[src/rtl/exec_pkg.sv]
// Shared types for the execute-to-writeback pipeline: op codes, default
// geometry and the default-width stage payload layout.
package exec_pkg;

    localparam int W_DEF     = 16;
    localparam int LANES_DEF = 4;
    localparam int RW_DEF    = 4;
    localparam int PC_W      = 16;

    typedef enum logic [2:0] {
        OP_ADD  = 3'd0,
        OP_SUB  = 3'd1,
        OP_MUL  = 3'd2,
        OP_PASS = 3'd3,
        OP_NOP  = 3'd4
    } op_e;

    // Field order used by every stage register; the top redeclares it at its own widths.
    typedef struct packed {
        logic [PC_W-1:0]            pc;
        logic                       vec;
        logic                       wen;
        logic [RW_DEF-1:0]          rt;
        logic                       halt;
        logic [LANES_DEF*W_DEF-1:0] result;
    } stage_pay_t;

endpackage

[src/rtl/exec_lane_alu.sv]
// Single-lane combinational ALU; a disabled lane (scalar op, lane > 0) yields 0.
module exec_lane_alu
    import exec_pkg::*;
#(
    parameter int W = W_DEF
) (
    input  logic [2:0]   op,
    input  logic         laneEn,
    input  logic [W-1:0] ra,
    input  logic [W-1:0] rx,
    output logic [W-1:0] result
);

    always_comb begin
        result = '0;
        if (laneEn) begin
            case (op)
                OP_ADD:  result = ra + rx;
                OP_SUB:  result = rx - ra;
                OP_MUL:  result = ra * rx;
                OP_PASS: result = ra;
                default: result = '0;
            endcase
        end
    end

endmodule

[src/rtl/exec_wb_pipeline.sv]
// Execute-to-writeback pipeline: ALU on entry, STAGES registered stages,
// valid/ready output to writeback, flush, sticky halt and in-flight rt query.
module exec_wb_pipeline
    import exec_pkg::*;
#(
    parameter int STAGES = 2,
    parameter int W      = W_DEF,
    parameter int LANES  = LANES_DEF,
    parameter int RW     = RW_DEF
) (
    input  logic                         clk,
    input  logic                         rst,
    input  logic                         in_valid,
    output logic                         in_ready,
    input  logic [15:0]                  in_pc,
    input  logic [2:0]                   in_op,
    input  logic                         in_vec,
    input  logic                         in_wen,
    input  logic [RW-1:0]                in_rt,
    input  logic                         in_halt,
    input  logic [LANES*W-1:0]           in_ra_val,
    input  logic [LANES*W-1:0]           in_rx_val,
    output logic                         wb_valid,
    input  logic                         wb_ready,
    output logic [15:0]                  wb_pc,
    output logic                         wb_vec,
    output logic                         wb_wen,
    output logic [RW-1:0]                wb_rt,
    output logic                         wb_halt,
    output logic [LANES*W-1:0]           wb_result,
    input  logic                         flush,
    input  logic [RW-1:0]                chk_reg,
    output logic                         chk_hit,
    output logic                         halted,
    output logic [$clog2(STAGES+1)-1:0]  occupancy
);

    localparam int OCC_W = $clog2(STAGES + 1);

    typedef struct packed {
        logic [15:0]          pc;
        logic                 vec;
        logic                 wen;
        logic [RW-1:0]        rt;
        logic                 halt;
        logic [LANES*W-1:0]   result;
    } payload_t;

    logic [STAGES-1:0] stageValid;
    payload_t          stagePay [STAGES];
    payload_t          newPay;
    logic              lastValid;
    logic              advance;
    logic              accept;
    logic [LANES*W-1:0] aluResult;

    // Handshake: a transfer happens on an edge where valid && ready are both high.
    // Input side: in_ready only when the chain can shift, not halted and not flushing.
    // Output side: wb_valid is the last stage's valid masked by flush; the whole
    // chain shifts whenever the last stage is empty or writeback takes it.
    assign lastValid = stageValid[STAGES-1];
    assign advance   = !lastValid || wb_ready;
    assign in_ready  = advance && !halted && !flush;
    assign accept    = in_valid && in_ready;
    assign wb_valid  = lastValid && !flush;

    for (genvar l = 0; l < LANES; l++) begin : g_lane
        exec_lane_alu #(.W(W)) u_alu (
            .op     (in_op),
            .laneEn (l == 0 || in_vec),
            .ra     (in_ra_val[l*W +: W]),
            .rx     (in_rx_val[l*W +: W]),
            .result (aluResult[l*W +: W])
        );
    end

    always_comb begin
        newPay        = '0;
        newPay.pc     = in_pc;
        newPay.vec    = in_vec;
        newPay.wen    = in_wen;
        newPay.rt     = in_rt;
        newPay.halt   = in_halt;
        newPay.result = aluResult;
    end

    for (genvar s = 0; s < STAGES; s++) begin : g_stage
        logic     nextValid;
        payload_t nextPay;

        if (s == 0) begin : g_head
            assign nextValid = accept;
            assign nextPay   = newPay;
        end else begin : g_body
            assign nextValid = stageValid[s-1];
            assign nextPay   = stagePay[s-1];
        end

        always_ff @(posedge clk or posedge rst) begin
            if (rst) begin
                stageValid[s] <= 1'b0;
            end else if (flush) begin
                stageValid[s] <= 1'b0;
            end else if (advance) begin
                stageValid[s] <= nextValid;
            end
        end

        // Payload is meaningless while the matching valid is low, so it carries no reset.
        always_ff @(posedge clk) begin
            if (advance && !flush) begin
                stagePay[s] <= nextPay;
            end
        end
    end

    always_ff @(posedge clk or posedge rst) begin
        if (rst) begin
            halted <= 1'b0;
        end else if (wb_valid && wb_ready && stagePay[STAGES-1].halt) begin
            halted <= 1'b1;
        end
    end

    always_comb begin
        occupancy = '0;
        chk_hit   = 1'b0;
        for (int s = 0; s < STAGES; s++) begin
            occupancy = occupancy + OCC_W'(stageValid[s]);
            chk_hit   = chk_hit | (stageValid[s] && stagePay[s].wen && (stagePay[s].rt == chk_reg));
        end
    end

    assign wb_pc     = stagePay[STAGES-1].pc;
    assign wb_vec    = stagePay[STAGES-1].vec;
    assign wb_wen    = stagePay[STAGES-1].wen;
    assign wb_rt     = stagePay[STAGES-1].rt;
    assign wb_halt   = stagePay[STAGES-1].halt;
    assign wb_result = stagePay[STAGES-1].result;

endmodule

[config.mk]
export PLATFORM = sky130hd
export DESIGN_NAME = exec_wb_pipeline
export DESIGN_NICKNAME = d
export VERILOG_FILES = /design/src/rtl/exec_pkg.sv /design/src/rtl/exec_lane_alu.sv /design/src/rtl/exec_wb_pipeline.sv
export SDC_FILE = /design/constraint.sdc
export NUM_CORES = 1
export LEC_CHECK = 0
export ABC_AREA = 1
export BUFFER_PORTS_ARGS = -buffer_cell sky130_fd_sc_hd__buf_2
export CORE_MARGIN = 2
export CORE_UTILIZATION = 55
export DETAILED_ROUTE_END_ITERATION = 7
export PLACE_DENSITY = 0.77
export SYNTH_ARGS = -nofsm -noshare
export SYNTH_HDL_FRONTEND = slang
export SYNTH_HIERARCHICAL = 1
export SYNTH_SLANG_ARGS = --single-unit
[constraint.sdc]
create_clock -name clk -period 7.7 [get_ports clk]
set_input_delay 0.77 -clock clk [delete_from_list [all_inputs] [get_ports clk]]
set_output_delay 0.77 -clock clk [all_outputs]
set_load 0.02 [all_outputs]
==> metrics.md <==
| Metric | Value |
|---|---|
| Status | `finished clean` |
| Initial core utilization | `0.558` |
| Clock latency on the worst-skew pair | `0.47 ns` |
| Clock tree buffer depth | `2` |
| Ranking of synthesized cells by area | `fa_1 (22%), edfxtp_1 (18%), nand2_1 (14%), inv_1 (14%), ha_1 (11%)` |
| Startpoint types | `input pin` |
| Iter 0 DRT Violations | `roughly 1900` |
| FFs w/ async S/R, synth | `0.0169` |
| GRT Util Overall | `0.290` |
| Hold Buf Count CTS | `0` |
| Synth top cells by count | `nand2_1 (1123), inv_1 (1105), fa_1 (324)` |
| CTS tree | `yes` |
| Num CTS Buffers | `17` |
| Peak supply drop | `0.293 mV` |
| Avg Inst Size Synth | `7.28 um^2` |
| Total Power | `approximately 8.6 mW` |
| Remaining Overflow, GRT | `0` |
| Wire length per cell | `16.0 um` |
| P_leak | `around 19 nW` |
| Row cnt | `84` |
| Post-synth EDFFs | `approximately 170` |
| Critical path launch point | `in_ra_val[3]` |
| CTS sink count | `around 180` |
| Crit path DAT | `6.06 ns` |
| Fin crit share | `0.756` |
| Cell Area, Synth | `between 0.02 and 0.03 mm^2` |
| Port buffer count | `~260` |
| Clock Pin Slew Worst Setup and Hold Paths | `0.07 ns` |
| Most frequent cell after synthesis | `nand2_1` |
| RSZ-0062 raised after global routing | `false` |
| Initial antenna violation count | `1` |
| Library cells used by synthesis | `50` |
| Crit path required time | `7.93 ns` |
| Die Area | `0.0553 mm^2` |
| Register area share after synthesis | `0.180` |
| Max-cap violations | `0` |
| Drc violations | `0` |
| Layout cells sized above 1 | `0.0962` |
| Core Area | `between 0.05 and 0.06 mm^2` |
| Routed vias | `between 20000 and 30000` |
| CTS root buf | `clkbuf_16` |
| Setup Viol. Count Final | `0` |
| Area leader, netlist | `fa_1` |
| Worst min path class | `input pin to asynchronous set/reset pin` |
| Pre-CTS setup slack | `1.45 ns` |
| Global-route wire length before repair | `128000 um` |
| DRT Wirelength | `78300 um` |
| Max Freq | `172 MHz` |
| Cts repair resizes | `0` |
| YS warnings | `6` |
| Mapped Cells | `4036` |
| Final TNS setup | `0 ns` |
| Period minus WS final | `5.82 ns` |
| Worst slew pin tran | `1.13 ns` |
| R2r endpoint | `stagePay[0][114]` |
| Reg2Reg Launch Point | `lastValid` |
| Crit Path Category | `input pin to flip-flop` |
| Drt via density | `5.21` |
| Worst reg2reg path depth | `4` |
| Pwr dens | `273 mW/mm^2` |
| DP Wirelength | `61700 um` |
| R2R setup slack | `5.06 ns` |
| Slew Viols, Final | `0` |
| Largest net degree at the start of global routing | `76` |
| Layout Skew | `0.00930 ns` |
| N_diodes | `0` |
| Slew margin rel. | `0.241` |
| I/O Pins | `256` |
| Setup ws final | `1.88 ns` |
| Share of the synthesized area in the top cell type | `0.221` |
| Post-CTS setup repair buffer count | `0` |
| Die height | `235 um` |
| Area Overhead vs Synth | `7.28%` |
| Final Hold Viols | `0` |
| CP max FO | `18` |
| Nets@finish | `around 5000` |
| CP endpoint | `stagePay[0][14]` |
| Chip width | `235 um` |
| CTS H-tree lvls | `4` |
| Vias in the first global route | `25200` |
| Post-synth top flop | `edfxtp_1` |
| Final Wtd Congestion | `~0.93` |
| First drt pass iteration count | `8` |
| Routed Antenna Nets | `0` |
| Worst setup EP type | `flip-flop` |
| Post-synthesis register bit count | `177` |
worst max-delay path: stages:
cell and delay [ns]:
buf_2 0.38, nand2_1 0.15, fa_1 0.56, inv_1 0.05, fa_1 0.43, fa_1 0.57, fa_1 0.44, fa_1 0.54
inv_1 0.05, fa_1 0.53, inv_1 0.04, ha_1 0.32, inv_1 0.10, nor4_1 0.43, nand3_1 0.17, nand3_1 0.13
a21oi_1 0.07, o21ai_0 0.09, nand3_1 0.11, nand2_1 0.07, inv_1 0.03
stage by stage:
| step | area [um^2] | std cells | utilization | hold WS (ns) |
|---|---|---|---|---|
| 6_report | 31500 | 4887 | 0.598 | 0.151 |
| 5_1_grt | 31500 | 4887 | 0.598 | 0.144 |
| 4_1_cts | 31500 | 4887 | 0.598 | 0.132 |
| 3_5_place_dp | 30900 | 4855 | 0.587 | 0.405 |
| 3_3_place_gp | 30900 | 4855 | 0.587 | 0.401 |
| 2_1_floorplan | 29400 | 4039 | - | 0.400 |
registers in the layout (all words and copies together), names as in the netlist:
register and flops:
halted 1, stagePay 174, g_stage.nextValid 1, lastValid 1
report_power, final:
part	switching, mW	leakage (nW)	total, mW	internal [mW]
clock network	0.415	0.287	0.875	0.460
logic	4.14	16.6	6.49	2.35
registers	0.0367	1.78	1.23	1.19
worst min path at each step:
| stage | start | end | slack, ns | cells after the start |
|---|---|---|---|---|
| 2_1_floorplan | stagePay[0][13] | stagePay[0][100] | 0.40 | 0 |
| 3_3_place_gp | stagePay[0][79] | stagePay[0][166] | 0.40 | 0 |
| 3_5_place_dp | stagePay[0][17] | stagePay[0][104] | 0.40 | 0 |
| 4_1_cts | rst | lastValid | 0.13 | 2 |
| 5_1_grt | rst | lastValid | 0.14 | 2 |
| 6_report | rst | lastValid | 0.15 | 2 |
layout make-up:
class | instances | area [um^2]
fill | 4785 | 21200
multi-input combinational | 2604 | 19200
sequential | 177 | 5300
inverter | 1125 | 4220
timing repair buffer | 261 | 1320
tap | 688 | 861
clock buffer | 17 | 425
clock inverter | 15 | 164
metal layers:
| metal | track usage | wire length (um) | vias to the layer above |
|---|---|---|---|
| met5 | 0 | 13 | - |
| li1 | - | - | 12400 |
| met1 | 0.380 | 32700 | 11900 |
| met4 | 0.111 | 2700 | 2 |
| met3 | 0.0358 | 5370 | 183 |
| met2 | 0.490 | 37400 | 982 |
kinds of logic (layout without fill, tap and decap cells):
group | count (synthesis) | after routing | share of synthesized area
xor+xnor | 68 | 68 | 0.0203
simple gates | 1613 | 1613 | 0.235
flops | 177 | 177 | 0.180
other cells | 1 | 4 | 0.000128
fa+ha+maj | 589 | 589 | 0.334
compound gates | 330 | 330 | 0.0646
buf+inv | 1258 | 1418 | 0.166
cells in the final DEF (no fill, tap or decap), types with 10 or more instances in the layout:
cell type  instances
nand2_1         1123
inv_1           1105
fa_1             324
ha_1             265
buf_2            255
nand3_1          214
edfxtp_1         174
nor2_1           130
a21oi_1          124
o21ai_0           79
xor2_1            55
a31oi_1           43
or2_2             28
inv_2             20
nor3_1            20
nand3b_1          20
clkbuf_16         17
nand2_2           15
xnor2_1           13
nor3_2            12
o21ai_1           11
nor3_4            10
o31ai_1           10
nor4_1            10
o22ai_1           10
Note: power is estimated with default switching activity, not from simulation.
